### config.mk
export PLATFORM = sky130hd
export DESIGN_NAME = fifo_reader
export DESIGN_NICKNAME = d
export VERILOG_FILES = /design/src/rtl/fifo_rd_pkg.sv /design/src/rtl/fifo_rd_skid.sv /design/src/rtl/fifo_reader.sv
export SDC_FILE = /design/constraint.sdc
export NUM_CORES = 1
export LEC_CHECK = 0
export ABC_CLOCK_PERIOD_IN_PS = 7100
export CAP_MARGIN = 20
export CORE_MARGIN = 5
export CORE_UTILIZATION = 33
export DETAILED_ROUTE_END_ITERATION = 7
export PLACE_DENSITY = 0.52
export SLEW_MARGIN = 10
export SYNTH_ARGS = -nofsm -noshare
export SYNTH_HDL_FRONTEND = slang
export SYNTH_HIERARCHICAL = 1
export SYNTH_SLANG_ARGS = --single-unit
### constraint.sdc
create_clock -name i_clk -period 7.1 [get_ports i_clk]
set_clock_uncertainty 0.2 [all_clocks]
set_input_delay 1.42 -clock i_clk [delete_from_list [all_inputs] [get_ports i_clk]]
set_output_delay 1.42 -clock i_clk [all_outputs]
set_load 0.02 [all_outputs]
### src/rtl/fifo_rd_pkg.sv
// Shared types and helpers for the FIFO read-side master (fifo_reader).
package fifo_rd_pkg;

    localparam int DW_DEFAULT = 4;
    localparam int FIFO_DEPTH = 5;

    // Words held in the 2-entry output buffer (0..2)
    typedef logic [1:0] occ_t;

    typedef enum logic [1:0] {
        OCC_EMPTY = 2'd0,
        OCC_ONE   = 2'd1,
        OCC_FULL  = 2'd2
    } occ_e;

    // A new read may be issued only if the buffer can still absorb its word
    // next cycle: words held + word arriving - word leaving must stay below 2.
    function automatic logic can_issue(input occ_t occ, input logic pend, input logic pop);
        logic [2:0] w_sum;
        w_sum = {1'b0, occ} + {2'b00, pend} - {2'b00, pop};
        return (w_sum < 3'd2);
    endfunction

endpackage

### src/rtl/fifo_rd_skid.sv
// Two-entry in-order output buffer for fifo_reader. Holds all word storage;
// head is the oldest word and is presented directly as the output data.
module fifo_rd_skid
    import fifo_rd_pkg::*;
#(
    parameter int DW = DW_DEFAULT
) (
    input  logic          i_clk,
    input  logic          i_rst,
    input  logic          i_push,
    input  logic [DW-1:0] i_push_data,
    input  logic          i_pop,
    output occ_t          o_occ,
    output logic [DW-1:0] o_head
);

    occ_e          r_occ;
    logic [DW-1:0] r_head;
    logic [DW-1:0] r_tail;
    occ_t          w_occ_nxt;

    // Next occupancy: a push and a pop in the same cycle cancel out
    always_comb begin
        w_occ_nxt = occ_t'(r_occ) + {1'b0, i_push} - {1'b0, i_pop};
    end

    // Storage update; an empty buffer takes the pushed word straight into the head
    always_ff @(posedge i_clk or posedge i_rst) begin
        if (i_rst) begin
            r_occ  <= OCC_EMPTY;
            r_head <= '0;
            r_tail <= '0;
        end else begin
            r_occ <= occ_e'(w_occ_nxt);
            case ({i_push, i_pop})
                2'b10: begin
                    if (r_occ == OCC_EMPTY) r_head <= i_push_data;
                    else                    r_tail <= i_push_data;
                end
                2'b01: begin
                    // With one word left the shifted-in tail is stale but unseen
                    r_head <= r_tail;
                end
                2'b11: begin
                    if (r_occ == OCC_ONE) begin
                        r_head <= i_push_data;
                    end else begin
                        r_head <= r_tail;
                        r_tail <= i_push_data;
                    end
                end
                default: ;
            endcase
        end
    end

    assign o_occ  = occ_t'(r_occ);
    assign o_head = r_head;

endmodule

### src/rtl/fifo_reader.sv
// Read-side master for the shared FIFO: drains it through the rd/rdata/empty
// handshake and re-presents the words on a valid/ready stream at 1 word/cycle.
// Optional build macro FIFO_RD_STATS_EN adds the o_rd_count delivered-word counter.
module fifo_reader
    import fifo_rd_pkg::*;
#(
    parameter int DW    = DW_DEFAULT,
    parameter int CNT_W = 16
) (
    input  logic             i_clk,
    input  logic             i_rst,
    input  logic             i_fifo_empty,
    input  logic             i_fifo_wr,
    input  logic [DW-1:0]    i_fifo_rdata,
    output logic             o_fifo_rd,
    output logic             o_out_valid,
    input  logic             i_out_ready,
    output logic [DW-1:0]    o_out_data
`ifdef FIFO_RD_STATS_EN
    ,
    output logic [CNT_W-1:0] o_rd_count
`endif
);

    if (DW < 1) begin : g_bad_dw
        $error("fifo_reader: DW must be >= 1");
    end
    if (CNT_W < 1) begin : g_bad_cnt_w
        $error("fifo_reader: CNT_W must be >= 1");
    end

    logic          r_pend;   // read accepted last cycle; its word is on i_fifo_rdata now
    occ_t          w_occ;
    logic [DW-1:0] w_head;
    logic          w_pop;
    logic          w_rd;

    assign w_pop = o_out_valid && i_out_ready;

    // The FIFO ignores rd when wr is high in the same cycle, so never issue
    // then; and never issue while held in reset.
    always_comb begin
        w_rd = !i_rst && !i_fifo_empty && !i_fifo_wr && can_issue(w_occ, r_pend, w_pop);
    end

    // Track the one-cycle read latency of the FIFO
    always_ff @(posedge i_clk or posedge i_rst) begin
        if (i_rst) r_pend <= 1'b0;
        else       r_pend <= w_rd;
    end

    fifo_rd_skid #(
        .DW (DW)
    ) u_skid (
        .i_clk       (i_clk),
        .i_rst       (i_rst),
        .i_push      (r_pend),
        .i_push_data (i_fifo_rdata),
        .i_pop       (w_pop),
        .o_occ       (w_occ),
        .o_head      (w_head)
    );

    assign o_fifo_rd   = w_rd;
    assign o_out_valid = (w_occ != 2'd0);
    assign o_out_data  = w_head;

`ifdef FIFO_RD_STATS_EN
    logic [CNT_W-1:0] r_rd_count;

    // Count delivered words, holding at the maximum value
    always_ff @(posedge i_clk or posedge i_rst) begin
        if (i_rst)
            r_rd_count <= '0;
        else if (w_pop && (r_rd_count != {CNT_W{1'b1}}))
            r_rd_count <= r_rd_count + CNT_W'(1);
    end

    assign o_rd_count = r_rd_count;
`endif

    // A full buffer with a word still in flight would drop that word
    always @(posedge i_clk) begin
        if (!i_rst) a_no_overflow: assert (!((w_occ == 2'd2) && r_pend));
    end

endmodule
==> run summary <==
Largest family of logic cells by synthesized area - multiplexers
Cell taking the most area after synthesis - dfrtp_1
Int Pwr - 0.000192 W
Most common cell in the netlist - dfrtp_1
Post-synth EDFFs - 0
Routed vias - 437
DRC - 0
Crit path max fanout - 10
Critical path capture point type - primary output
Ports - 15
First-pass GRT wire length - 2350 um
Fill cells - 195
Critical path arrival - 4.02 ns
Antenna-violating nets left - 0
Setup TNS - 0 ns
Die ar. - 3000 um2
GP Congestion - 0.661
PD cells - 363 nW/um2
Die Ht - 54.8 um
# nets final - 84
Leak - 0.380 nW
HP Class - reg2reg
Mapped Area - 662 um2
Vias in the first global route - 491
Die X - 54.8 um
CTS clk-pin slew, worst paths - 0.07 ns
Adder-cell share of the synthesized area - 8.70%
WHS Path Cells - 1
Synth async-reset ratio - 100%
Register share of total power - 38.0%
Syn Area/Cell - 12.0 um2
Synthesized net count - 68
Synth Area in Compound Gates - 6.81%
Post-detail-place hpwl - 940 um
Final setup viols - 0
DR vias/cell - 4.51
Hold_ws - 0.308 ns
Sw Ratio - 37.0%
Synth cell count leaders - dfrtp_1, mux2i_1, inv_1
Hold path startpoint - u_skid/r_tail[0]
Initial Util - 34.1%
Initial drt markers - 0
RR Startpoint - u_skid/o_occ[1]
TritonCTS clock tree - done
Library cells used by synthesis - 23
Pins Over Slew Limit - 0
H-Tree Depth - 1
GRT Total Usage - 11.6%
Setup WS pre-CTS - 1.42 ns
Total gr overflow - 0
Standard-cell rows - 16
Detailed Routing Iterations Pass 1 - 1
Worst path slowest cell - clkdlybuf4s50_1
R2r setup slk - 4.51 ns
Unrepaired setup endpoints after global routing - false
Synthesis-to-finish area growth - 26.7%
Highest Clock Rate - 177 MHz
Diode count - 0
Initial antenna violation count - 0
Hold Path End - u_skid/r_tail[0]
Max-capacitance violation count - 0
Post-route cell area - 838 um2
Final hold vios - 0
Share of cells above drive strength 1 - 17.1%
Largest net degree at the start of global routing - 11
Normalized max-slew margin - 73.5%
Post-route setup slack - 1.46 ns
Register bit total from synthesis - 11
Crit start category - primary input
Dominant synthesized flop cell - dfrtp_1
Clock Sinks - 11
Combinational Power Share - 47.9%
Top post-synthesis cells by area - dfrtp_1, mux2i_1, mux2_2, ha_1, inv_1
Setup crit start - i_out_ready
Worst slew pin tran - 0.398 ns
Core ar. - 1940 um2
TritonCTS Buffers - 3
Post-cts repair resize count - 0
Crit-path cells - clkdlybuf4s50_1, and2_4, ha_1, nand2b_1, fa_1, nand2b_1, nor4_1, clkdlybuf4s50_1
Post-synthesis mux area share - 20.4%
R2R cell count - 7
Crit share post-route - 79.5%
Xor and xnor area share after synthesis - 5.29%
Avg WL per Cell - 12.6 um
Syn Inst Count - 55
Routed WL - 1220 um
Root buf cell - clkbuf_4
Insertion delay to the later sink of the worst-skew pair - 0.26 ns
CTS Hold Bufs - 0
Slowest stage delay, CP - 0.67 ns
Clock share of power - 14.1%
Clk buf depth - 2
WS Path Type - in2out
Simple-gate share of the synthesized area - 10.2%
Peak VDD IR - 0.000174 V
R2r endpoint - r_pend
Sequential share of the synthesized area - 41.6%
Placed Instance Area - 812 um2
YS warnings - 6
Status - finished clean
Fin crit period - 5.64 ns
Post-CTS Repair Setup Buffers - 0
Switching pwr - 0.000113 W
Synth top area share - 41.6%
Buffers on Ports - 14
WP data required - 5.48 ns
metal layers:
layer	track usage, %	vias to the layer above	share of wire [%]	wire length [um]
li1	-	218	-	-
met5	0	-	0	0
met3	3.54	2	2.9	36
met2	16.5	5	47	575
met1	15.3	212	49	597
met4	6.22	0	0.90	11
area by class of cell:
| type | count | area, um2 | area share, % |
|---|---|---|---|
| clock buffers | 4 | 26.3 | 3.13 |
| inverters | 6 | 22.5 | 2.69 |
| multi-input cells | 35 | 340 | 40.6 |
| flip-flops and latches | 11 | 275 | 32.8 |
| well taps | 27 | 33.8 | 4.03 |
| repair buffers | 14 | 140 | 16.7 |
how the worst max path moves through the flow:
stage,endpoint,slack (ns),depth (start not counted)
after floorplan,o_fifo_rd,2.27,6
after global placement,o_fifo_rd,1.47,8
after detailed placement,o_fifo_rd,1.42,8
after CTS,o_fifo_rd,1.40,8
after global routing,o_fifo_rd,1.32,8
final,o_fifo_rd,1.46,8
cell usage in the layout, fill, tap and decap left out, types with 2 or more instances in the layout:
master / count
clkdlybuf4s50_1: 14
dfrtp_1: 11
mux2i_1: 9
inv_1: 6
mux2_2: 4
ha_1: 3
clkbuf_4: 3
nand2b_1: 2
xor2_1: 2
xnor2_1: 2
nor2b_1: 2
metrics by stage:
step	power, W	instances	util, %
finish	0.000304	97	43.2
detailed placement	0.000266	93	41.8
floorplan	0.000216	55	-
global placement	0.000261	93	41.8
CTS	0.000311	97	43.2
global route	0.000336	97	43.2
critical path, delay by kind of cell:
| kind | cells | cell delay (ns) |
|---|---|---|
| buf+inv | 2 | 1.12 |
| simple gates | 4 | 0.73 |
| fa+ha+maj | 2 | 0.74 |
sequential cells by signal, summed over array words and instances (netlist names):
name and flops:
r_pend 1, u_skid/o_occ 2, u_skid/o_head 4, u_skid/r_tail 4
power groups by stage:
stage               clock (W)  sequential [W]  combinational [W]
finish              0.0000428        0.000116           0.000146
global route        0.0000507        0.000122           0.000164
CTS                 0.0000456        0.000116           0.000150
detailed placement          0        0.000118           0.000149
global placement            0        0.000117           0.000144
floorplan                   0        0.000123          0.0000934
logic make-up after synthesis:
family	Yosys count
buf+inv	9
simple gates	9
mux	13
xor+xnor	4
fa+ha+maj	4
compound gates	5
flops	11
(Power assumes the default switching activity.)
